File: src/rtl/stack_exec_unit.sv
// Stack-machine instruction sequencer: turns PUSH/POP/ALU instructions into Stack
// Push/Pop command sequences, tracking occupancy so illegal instructions never reach the stack.
module stack_exec_unit #(
  parameter int WORD_RANGE = 8,
  parameter int WORD_COUNT = 64
) (
  input  logic                              Clk,
  input  logic                              RstN,
  input  logic                              Instr_valid,
  output logic                              Instr_ready,
  input  logic [2:0]                        Opcode,
  input  logic [WORD_RANGE-1:0]             Imm,
  output logic                              St_Enable,
  output logic                              St_Push,
  output logic                              St_Pop,
  output logic [WORD_RANGE-1:0]             St_Data_in,
  input  logic [WORD_RANGE-1:0]             St_Data_out,
  output logic [WORD_RANGE-1:0]             Result,
  output logic                              Result_valid,
  output logic                              Carry,
  output logic                              Error,
  output logic [$clog2(WORD_COUNT+1)-1:0]   Depth
);

  localparam int DW = $clog2(WORD_COUNT + 1);
  localparam logic [DW-1:0] DEPTH_FULL = DW'(WORD_COUNT);

  localparam logic [2:0] OP_PUSH = 3'b001;
  localparam logic [2:0] OP_POP  = 3'b010;
  localparam logic [2:0] OP_ADD  = 3'b011;
  localparam logic [2:0] OP_SUB  = 3'b100;
  localparam logic [2:0] OP_AND  = 3'b101;
  localparam logic [2:0] OP_OR   = 3'b110;
  localparam logic [2:0] OP_XOR  = 3'b111;

  typedef enum logic [2:0] {S_IDLE, S_PUSH, S_POP1, S_POP2, S_OUT, S_WB} state_t;

  state_t                state_q, state_d;
  logic [2:0]            op_q, op_d;
  logic [WORD_RANGE-1:0] imm_q, imm_d;
  logic [WORD_RANGE-1:0] a_q, a_d;
  logic [WORD_RANGE-1:0] result_q, result_d;
  logic [DW-1:0]         depth_q, depth_d;
  logic                  error_q, error_d;
  logic                  carry_q, carry_d;
  logic                  ready_q, ready_d;
  logic                  st_en_q, st_en_d;
  logic                  st_push_q, st_push_d;
  logic                  st_pop_q, st_pop_d;
  logic                  rv_q, rv_d;
  logic [WORD_RANGE:0]   alu_ext;

  // ALU: B (arriving on St_Data_out in WB) op A (captured at end of POP2)
  always_comb begin
    alu_ext = '0;
    case (op_q)
      OP_ADD:  alu_ext = {1'b0, St_Data_out} + {1'b0, a_q};
      OP_SUB:  alu_ext = {1'b0, St_Data_out} - {1'b0, a_q};
      OP_AND:  alu_ext = {1'b0, St_Data_out & a_q};
      OP_OR:   alu_ext = {1'b0, St_Data_out | a_q};
      OP_XOR:  alu_ext = {1'b0, St_Data_out ^ a_q};
      default: alu_ext = '0;
    endcase
  end

  // Next-state, bookkeeping and next-output logic
  always_comb begin
    state_d  = state_q;
    op_d     = op_q;
    imm_d    = imm_q;
    a_d      = a_q;
    result_d = result_q;
    depth_d  = depth_q;
    error_d  = error_q;
    carry_d  = carry_q;
    case (state_q)
      S_IDLE: begin
        if (Instr_valid) begin
          op_d  = Opcode;
          imm_d = Imm;
          case (Opcode)
            OP_PUSH: begin
              if (depth_q == DEPTH_FULL) error_d = 1'b1;
              else                       state_d = S_PUSH;
            end
            OP_POP: begin
              if (depth_q == '0) error_d = 1'b1;
              else               state_d = S_POP1;
            end
            OP_ADD, OP_SUB, OP_AND, OP_OR, OP_XOR: begin
              if (depth_q < DW'(2)) error_d = 1'b1;
              else                  state_d = S_POP1;
            end
            default: state_d = S_IDLE;
          endcase
        end else begin
          state_d = S_IDLE;
        end
      end
      S_PUSH: begin
        depth_d = depth_q + DW'(1);
        state_d = S_IDLE;
      end
      S_POP1: begin
        depth_d = depth_q - DW'(1);
        state_d = (op_q == OP_POP) ? S_OUT : S_POP2;
      end
      S_POP2: begin
        depth_d = depth_q - DW'(1);
        a_d     = St_Data_out;
        state_d = S_WB;
      end
      S_OUT: begin
        result_d = St_Data_out;
        state_d  = S_IDLE;
      end
      S_WB: begin
        depth_d  = depth_q + DW'(1);
        result_d = alu_ext[WORD_RANGE-1:0];
        if (op_q == OP_ADD || op_q == OP_SUB) carry_d = alu_ext[WORD_RANGE];
        else                                  carry_d = carry_q;
        state_d  = S_IDLE;
      end
      default: state_d = S_IDLE;
    endcase

    ready_d   = (state_d == S_IDLE);
    st_push_d = (state_d == S_PUSH) || (state_d == S_WB);
    st_pop_d  = (state_d == S_POP1) || (state_d == S_POP2);
    st_en_d   = st_push_d || st_pop_d;
    rv_d      = (state_d == S_OUT) || (state_d == S_WB);
  end

  // State and registered outputs, synchronous active-high reset
  always_ff @(posedge Clk) begin
    if (RstN) begin
      state_q   <= S_IDLE;
      op_q      <= 3'b000;
      imm_q     <= '0;
      a_q       <= '0;
      result_q  <= '0;
      depth_q   <= '0;
      error_q   <= 1'b0;
      carry_q   <= 1'b0;
      ready_q   <= 1'b1;
      st_en_q   <= 1'b0;
      st_push_q <= 1'b0;
      st_pop_q  <= 1'b0;
      rv_q      <= 1'b0;
    end else begin
      state_q   <= state_d;
      op_q      <= op_d;
      imm_q     <= imm_d;
      a_q       <= a_d;
      result_q  <= result_d;
      depth_q   <= depth_d;
      error_q   <= error_d;
      carry_q   <= carry_d;
      ready_q   <= ready_d;
      st_en_q   <= st_en_d;
      st_push_q <= st_push_d;
      st_pop_q  <= st_pop_d;
      rv_q      <= rv_d;
    end
  end

  // Stack output is only valid in OUT/WB itself, so those words bypass the result register
  always_comb begin
    if (rv_q) Result = (state_q == S_OUT) ? St_Data_out : alu_ext[WORD_RANGE-1:0];
    else      Result = result_q;
    if (st_push_q) St_Data_in = (state_q == S_WB) ? alu_ext[WORD_RANGE-1:0] : imm_q;
    else           St_Data_in = '0;
  end

  assign Instr_ready  = ready_q;
  assign St_Enable    = st_en_q;
  assign St_Push      = st_push_q;
  assign St_Pop       = st_pop_q;
  assign Result_valid = rv_q;
  assign Carry        = carry_q;
  assign Error        = error_q;
  assign Depth        = depth_q;

endmodule

File: config.mk
export PLATFORM = sky130hd
export DESIGN_NAME = stack_exec_unit
export DESIGN_NICKNAME = d
export VERILOG_FILES = /design/src/rtl/stack_exec_unit.sv
export SDC_FILE = /design/constraint.sdc
export NUM_CORES = 1
export LEC_CHECK = 0
export CORE_AREA = 2 2 87 89
export CTS_BUF_LIST = sky130_fd_sc_hd__clkbuf_8
export CTS_CLUSTER_DIAMETER = 80
export CTS_CLUSTER_SIZE = 28
export DETAILED_ROUTE_END_ITERATION = 10
export DIE_AREA = 0 0 89 91
export PLACE_DENSITY = 0.73
export SLEW_MARGIN = 40
export SYNTH_ARGS = -nofsm -noshare
export SYNTH_HDL_FRONTEND = slang
export SYNTH_SLANG_ARGS = --single-unit
File: constraint.sdc
create_clock -name Clk -period 10.2 [get_ports Clk]
set_input_delay 2.04 -clock Clk [delete_from_list [all_inputs] [get_ports Clk]]
set_output_delay 2.04 -clock Clk [all_outputs]
set_load 0.02 [all_outputs]
==> metrics.md, run 1 <==
| Metric | Value |
|---|---|
| Avg WL per Cell | ~17 um |
| Final wirelength | 10030 um |
| Final setup viols | 0 |
| Minimum clock period | 7.376 ns |
| Cell row count | 31 |
| Pins over their slew limit | 0 |
| Data required, critical path | 8.16 ns |
| Diode count | 0 |
| Yosys reg bits | between 40 and 50 |
| Die extent in x | 89 um |
| Hold Crit Class | flop to flop |
| Pre-antenna DRT Iters | 6 |
| First-pass GRT wire length | 16190 um |
| CP Class | input pin to primary output |
| Synthesis Warnings | 0 |
| Initial DRC Count | about 260 |
| Synth Area in Simple Gates | 0.2271 |
| Ranking of synthesized cells by area | dfxtp_1 25%, ha_1 11%, a21oi_1 6.9% |
| Setup TNS | 0 ns |
| Static leakage | 1.505 nW |
| Critical Path Fanout Max | 4 |
| Number of CTS-inserted buffers | 5 |
| Nets@finish | 540 |
| Post-synth EDFFs | 0 |
| Final Hold Viols | 0 |
| Yosys top cell by area | dfxtp_1 |
| Clock skew | ~0.0074 ns |
| Total power | 0.7463 mW |
| Cells after Synth | 448 |
| P per Cell Area | 183.6 nW/um2 |
| Area of placed instances | 3953 um2 |
| CTS tree | yes |
| Setup repair after global routing missed its margin | no |
| Clk slew on worst S/H paths | ~0.090 ns |
| # IOs | 52 |
| Total number of vias | 3432 |
| Post-Syn Area | 3466 um2 |
| Largest family of logic cells by synthesized area | compound AO/OA/AOI/OAI gates |
| Final setup margin | around 2.8 ns |
| Run status | completed |
| Startpoint types | input pin |
| Post-synth top area share | 0.2542 |
| Largest net degree at the start of global routing | 43 |
| Vias/cell | 5.857 |
| Crit end category | primary output |
| Area of the core | 7137 um2 |
| Number of remaining DRC errors | 0 |
| Pre-CTS setup slack | 2.851 ns |
| Synth unique cells | 68 |
| Post-synthesis mux area share | 0.03827 |
| Multi-input gate area | roughly 2300 um2 |
| Critical Path AT | 5.34 ns |
| GR Overflow Total | 0 |
| Compound-Gate Fraction of Synth Area | 0.2523 |
| Maximum clock insertion buffer count | 2 |
| CTS Hold Bufs | 0 |
| Peak supply drop | 160.7 uV |
| Fill count | 691 |
| Syn Nets | 502 |
| Initial antenna violation count | 0 |
| FF+latch area | 882.1 um2 |
| Port-buffer cells | between 50 and 60 |
| CTS Sinks | 44 |
| Post-CTS Setup Repair Bufs | 0 |
| Die area | 8099 um2 |
| Fmax achieved | about 140 MHz |
| Total Routing Usage GR | 0.2528 |
| Prevailing post-synth register cell | dfxtp_1 |
| Share of layout cells above drive strength 1 | 0.05339 |
| Commonest non-fill, non-tap cell in the layout | clkdlybuf4s50_1 |
| Worst slew pin tran | about 0.8 ns |
| Root Buffer | clkbuf_8 |
| Post-Synth XOR/XNOR Area | 0.02780 |
| RePlAce Congestion | 0.9766 |
| H-tree Lvls | 2 |
| Clk Latency, worst-skew pair | 0.30 ns |
| Antenna-violating nets left | 0 |
| Slew HR | 0.4588 |
| Hpwl dp | 7305 um |
| Initial Utilization | 0.4856 |
| Max-Cap Viols | 0 |
| Fin crit share | 0.7231 |
| Post-CTS Resized | 0 |
| P&R area growth vs syn | 17.29% |
| Most frequent cells in the layout | 51 x clkdlybuf4s50_1, 48 x nor2_1, 48 x a21oi_1, 46 x nand2_1, 43 x dfxtp_1 |
| Final instance area | between 4000 and 5000 um2 |
| Die height | between 90 and 100 um |
| Synth Area in Adders | 0.1199 |
| Asr flop ratio synth | 0 |
| Vias in the first global route | between 3000 and 4000 |
| Seq/Total Area, Yosys | 0.2542 |
| Syn avg cell area | 7.736 um2 |
area by class of cell:
cell class	instances	area share
tap	99	0.03047
clock buffer	5	0.01693
sequential	44	0.2170
clock inverter	3	0.01046
timing repair buffer	53	0.1293
inverter	31	0.02862
multi-input combinational	351	0.5673
registers in the layout, summed over array words and instances (netlist names), 3 cells and up:
signal,flops
a_q,8
imm_q,8
result_q,8
Depth,7
op_q,3
state_q,3
where the power goes:
| part | switching [mW] | internal, mW | total (mW) |
|---|---|---|---|
| logic | 0.205 | 0.158 | 0.363 |
| clock network | 0.0642 | 0.0726 | 0.137 |
| registers | 0.0449 | 0.202 | 0.247 |
path summary, 6_finish.rpt:
check | start | end | slack (ns) | cells after the start
worst max-delay path | St_Data_out[0] | Result[6] | 2.82 | 11
worst min-delay path | imm_q[3] | imm_q[3] | 0.46 | 2
worst max register to register | op_q[2] | result_q[5] | 6.41 | 9
worst min register to register | imm_q[3] | imm_q[3] | 0.46 | 2
per-stage QoR:
| step | util | cells | hold WS, ns |
|---|---|---|---|
| after global routing | 0.5696 | 586 | 0.4873 |
| after detailed placement | 0.5538 | 578 | 0.4449 |
| after CTS | 0.5694 | 586 | 0.4572 |
| final | 0.5696 | 586 | 0.4590 |
| after global placement | 0.5538 | 578 | 0.4373 |
| after floorplan | - | 448 | 0.4294 |
kinds of logic (layout without fill, tap and decap cells):
family / after synthesis / after routing
DFF: 44 / 44
adders and majority gates: 32 / 32
and+or+nand+nor: 160 / 160
AOI/OAI and AO/OA: 135 / 135
muxes: 13 / 13
buffers and inverters: 53 / 92
xor gates and xnor gates: 11 / 11
cell usage after synthesis, drive strengths merged, types with 3 or more instances:
cell and n:
o221ai 4, o22ai 7, nor2b 6, dfxtp 44, nand3b 4, nor2 48, nand3 7, xnor2 10
a21o 3, and2 3, o21a 5, nor4 3, inv 30, mux2i 11, nand2b 7, a211oi 7
ha 30, or4 3, a22oi 3, clkbuf 15, or3 5, buf 7, o31ai 3, nand2 46
a31o 4, a21oi 48, a31oi 10, nor3 18, o21ai 22
metal layers:
| metal | vias to the layer above | part of all wire | global-route usage |
|---|---|---|---|
| met2 | 150 | 0.48 | 0.4384 |
| li1 | 1681 | - | - |
| met1 | 1576 | 0.43 | 0.3198 |
| met3 | 25 | 0.066 | 0.03727 |
| met5 | - | 0 | 0 |
| met4 | 0 | 0.023 | 0.07214 |
worst max-delay path, cell delays in order:
cell and delay, ns:
clkdlybuf4s50_1 0.46, inv_1 0.13, ha_1 0.17, inv_1 0.06, fa_1 0.43, a211oi_1 0.54, o21bai_1 0.22, and4_1 0.25
nor3_1 0.32, o221ai_2 0.15, clkdlybuf4s50_1 0.56
Note: power is estimated with default switching activity, not from simulation.
==> inputs of run 2 (changes only) <==
PLACE_DENSITY = 0.76   (was 0.73)
clock period = 6.6 ns   (was 10.2 ns; I/O delays follow)
==> run 2 against run 1 <==
Effect of this change: via count up 1.7%; largest power group unchanged; flip-flop and latch count unchanged; sequential power up 52%; hold slack worse by 0.0022 ns; wire length up 0.74%; cell area up 0.65%; clock-buffer cell count unchanged; core utilization up 0.37 points; critical path type unchanged; sequential share of layout area down 0.17 points.
==> metrics.md, run 2 (same netlist as run 1, synthesis figures left out) <==
| Metric | Value |
|---|---|
| Worst slew pin tran | 0.7588 ns (was 0.8049 ns) |
| Max-Cap Viols | 0 (unchanged) |
| Vias/cell | 5.924 (was 5.857) |
| P per Cell Area | 286.0 nW/um2 (was 183.6 nW/um2) |
| Fin crit share | 0.8653 |
| Sequential Power Share | 0.320 (was 0.331) |
| Combinational Power Share | 0.492 (was 0.486) |
| Area of placed instances | 3975 um2 (was 3953 um2) |
| H-tree Lvls | 2 (unchanged) |
| CP Cell Sequence | clkdlybuf4s50_1 -> inv_1 -> ha_1 -> inv_1 -> fa_1 -> a211oi_1 -> buf_4 -> o21bai_1 -> and4_1 -> nor3_1 -> o221ai_2 -> clkdlybuf4s50_1 (was clkdlybuf4s50_1 -> inv_1 -> ha_1 -> inv_1 -> fa_1 -> a211oi_1 -> o21bai_1 -> and4_1 -> nor3_1 -> o221ai_2 -> clkdlybuf4s50_1) |
| Final setup viols | 0 (unchanged) |
| Commonest non-fill, non-tap cell in the layout | clkdlybuf4s50_1 (unchanged) |
| Hold Crit Class | flop to flop (unchanged) |
| R2R Path End | result_q[5] (unchanged) |
| Largest net degree at the start of global routing | 30 (was 43) |
| Die height | 91 um (unchanged) |
| Internal power | 0.6741 mW (was 0.4328 mW) |
| Die extent in x | 89 um (unchanged) |
| Pre-CTS setup slack | 0.8970 ns (was 2.851 ns) |
| Run status | completed (unchanged) |
| P&R area growth vs syn | 18.05% (was 17.29%) |
| Data required, critical path | 5.28 ns (was 8.16 ns) |
| Crit end category | primary output (unchanged) |
| CTS Sinks | 44 (unchanged) |
| Peak supply drop | 260.5 uV (was 160.7 uV) |
| Static leakage | 1.525 nW (was 1.505 nW) |
| Hold path cells | 2 (unchanged) |
| Setup TNS | 0 ns (unchanged) |
| Final Hold Viols | 0 (unchanged) |
| Worst Setup SP | St_Data_out[0] (unchanged) |
| Critical Path AT | 4.39 ns (was 5.34 ns) |
| Setup repair after global routing missed its margin | no (unchanged) |
| # IOs | 52 (unchanged) |
| Fill count | 705 (was 691) |
| Hold_sp | imm_q[5] (was imm_q[3]) |
| Pins over their slew limit | 0 (unchanged) |
| Maximum clock insertion buffer count | 2 (unchanged) |
| Area of the core | 7137 um2 (unchanged) |
| Total Routing Usage GR | 0.2557 (was 0.2528) |
| Clk slew on worst S/H paths | 0.09 ns (about the same) |
| CP Class | input pin to primary output (unchanged) |
| Port-buffer cells | 51 (unchanged) |
| Critical Path Max Stage Delay | 0.56 ns (about the same) |
| Nets@finish | 543 (was 540) |
| Net Sw Frac | 0.4238 (was 0.4201) |
| Slew HR | 0.4934 (was 0.4588) |
| Clock power frac | 0.187 (was 0.183) |
| Initial Utilization | 0.4856 (unchanged) |
| Flop2flop setup slack | 3.31 ns (was 6.41 ns) |
| Hold Path End | imm_q[5] (was imm_q[3]) |
| Antenna-violating nets left | 0 (unchanged) |
| CP top delay family | buffers and inverters (unchanged) |
| Total power | 1.170 mW (was 0.7463 mW) |
| Root Buffer | clkbuf_8 (unchanged) |
| WP buf/inv | 5 (was 4) |
| Final wirelength | 10100 um (was 10030 um) |
| Clock skew | 0.006978 ns (was 0.007409 ns) |
| Vias in the first global route | 3348 (was 3320) |
| FF-to-FF Start | op_q[2] (unchanged) |
| Fmax achieved | 175.1 MHz |
| Cell row count | 31 (unchanged) |
| Clk Latency, worst-skew pair | 0.30 ns (about the same) |
| Share of layout cells above drive strength 1 | 0.05714 (was 0.05339) |
| Post-CTS Resized | 0 (unchanged) |
| Number of remaining DRC errors | 0 (unchanged) |
| CTS tree | yes (unchanged) |
| Hpwl dp | 7358 um (was 7305 um) |
| Biggest regs | a_q: 8 flops, imm_q: 8 flops, result_q: 8 flops (unchanged) |
| Diode count | 0 (unchanged) |
| Minimum clock period | between 5 and 6 ns |
| RePlAce Congestion | 0.9742 (was 0.9766) |
| Slowest CP cell | clkdlybuf4s50_1 (unchanged) |
| Total number of vias | 3489 (was 3432) |
| Pre-antenna DRT Iters | 5 (was 6) |
| First-pass GRT wire length | 16270 um (was 16190 um) |
| Final setup margin | 0.8887 ns (was 2.824 ns) |
| Initial antenna violation count | 0 (unchanged) |
| GR Overflow Total | 0 (unchanged) |
| Critical Path Fanout Max | 4 (unchanged) |
| Most frequent cells in the layout | 51 x clkdlybuf4s50_1, 48 x nor2_1, 48 x a21oi_1, 46 x nand2_1, 44 x dfxtp_1 (was 51 x clkdlybuf4s50_1, 48 x nor2_1, 48 x a21oi_1, 46 x nand2_1, 43 x dfxtp_1) |
| Initial DRC Count | 242 (was 259) |
| Final instance area | 4091 um2 (was 4065 um2) |
| Reg2Reg Depth | 8 (was 9) |
| CTS Hold Bufs | 0 (unchanged) |
| Die area | 8099 um2 (unchanged) |
| Avg WL per Cell | 17.15 um (was 17.11 um) |
| Sw power | 0.4959 mW (was 0.3136 mW) |
| Startpoint types | input pin (unchanged) |
| Post-CTS Setup Repair Bufs | 0 (unchanged) |
| Utilization after layout | 0.5733 (was 0.5696) |
| Number of CTS-inserted buffers | 5 (unchanged) |
==> run 2: changes by cell type in the layout (fill, tap and decap cells not counted), sizes merged <==
cell / delta
buf: +3
clkinv: +1
clkinvlp: -1
==> run 2: worst max-delay path by stage <==
stage,slack [ns],cells after the start,to
global route,0.78,12,Result[6]
detailed placement,0.90,12,Result[6]
floorplan,2.02,9,St_Data_in[6]
CTS,0.89,12,Result[6]
finish,0.89,12,Result[6]
global placement,0.94,12,Result[6]
==> run 2: cell type report <==
class | count | area [um2] | area share
Clock buffer | 5 | 68.82 | 0.01682
Inverter | 31 | 116.4 | 0.02844
Tap cell | 99 | 123.9 | 0.03028
Sequential cell | 44 | 880.8 | 0.2153
Timing Repair Buffer | 56 | 548.0 | 0.1339
Multi-Input combinational cell | 351 | 2306 | 0.5636
Clock inverter | 3 | 47.55 | 0.01162
==> run 2: tightest hold or removal path, cell delays in order, from the launching register on <==
cell	delay, ns
dfxtp_1	0.32
nand2_1	0.05
a21oi_1	0.05
==> run 2: power groups by stage <==
stage          Combinational (mW)  Sequential (mW)  Clock, mW
6_report                    0.576            0.375      0.219
3_5_place_dp                0.569            0.378          0
5_1_grt                     0.635            0.385      0.233
2_1_floorplan               0.404            0.382          0
4_1_cts                     0.573            0.373      0.224
3_3_place_gp                0.553            0.377          0
==> run 2: per-stage QoR <==
step | cells | hold WS [ns]
3_3_place_gp | 581 | 0.4399
4_1_cts | 589 | 0.4560
2_1_floorplan | 448 | 0.4294
6_report | 589 | 0.4568
3_5_place_dp | 581 | 0.4432
5_1_grt | 589 | 0.4809
==> run 2: metal layers <==
metal,share of wire,global-route usage,up-vias
met2,0.48,0.4254,145
met4,0.034,0.09950,0
met5,0,0,-
met3,0.067,0.04091,29
met1,0.42,0.3261,1631
li1,-,-,1684
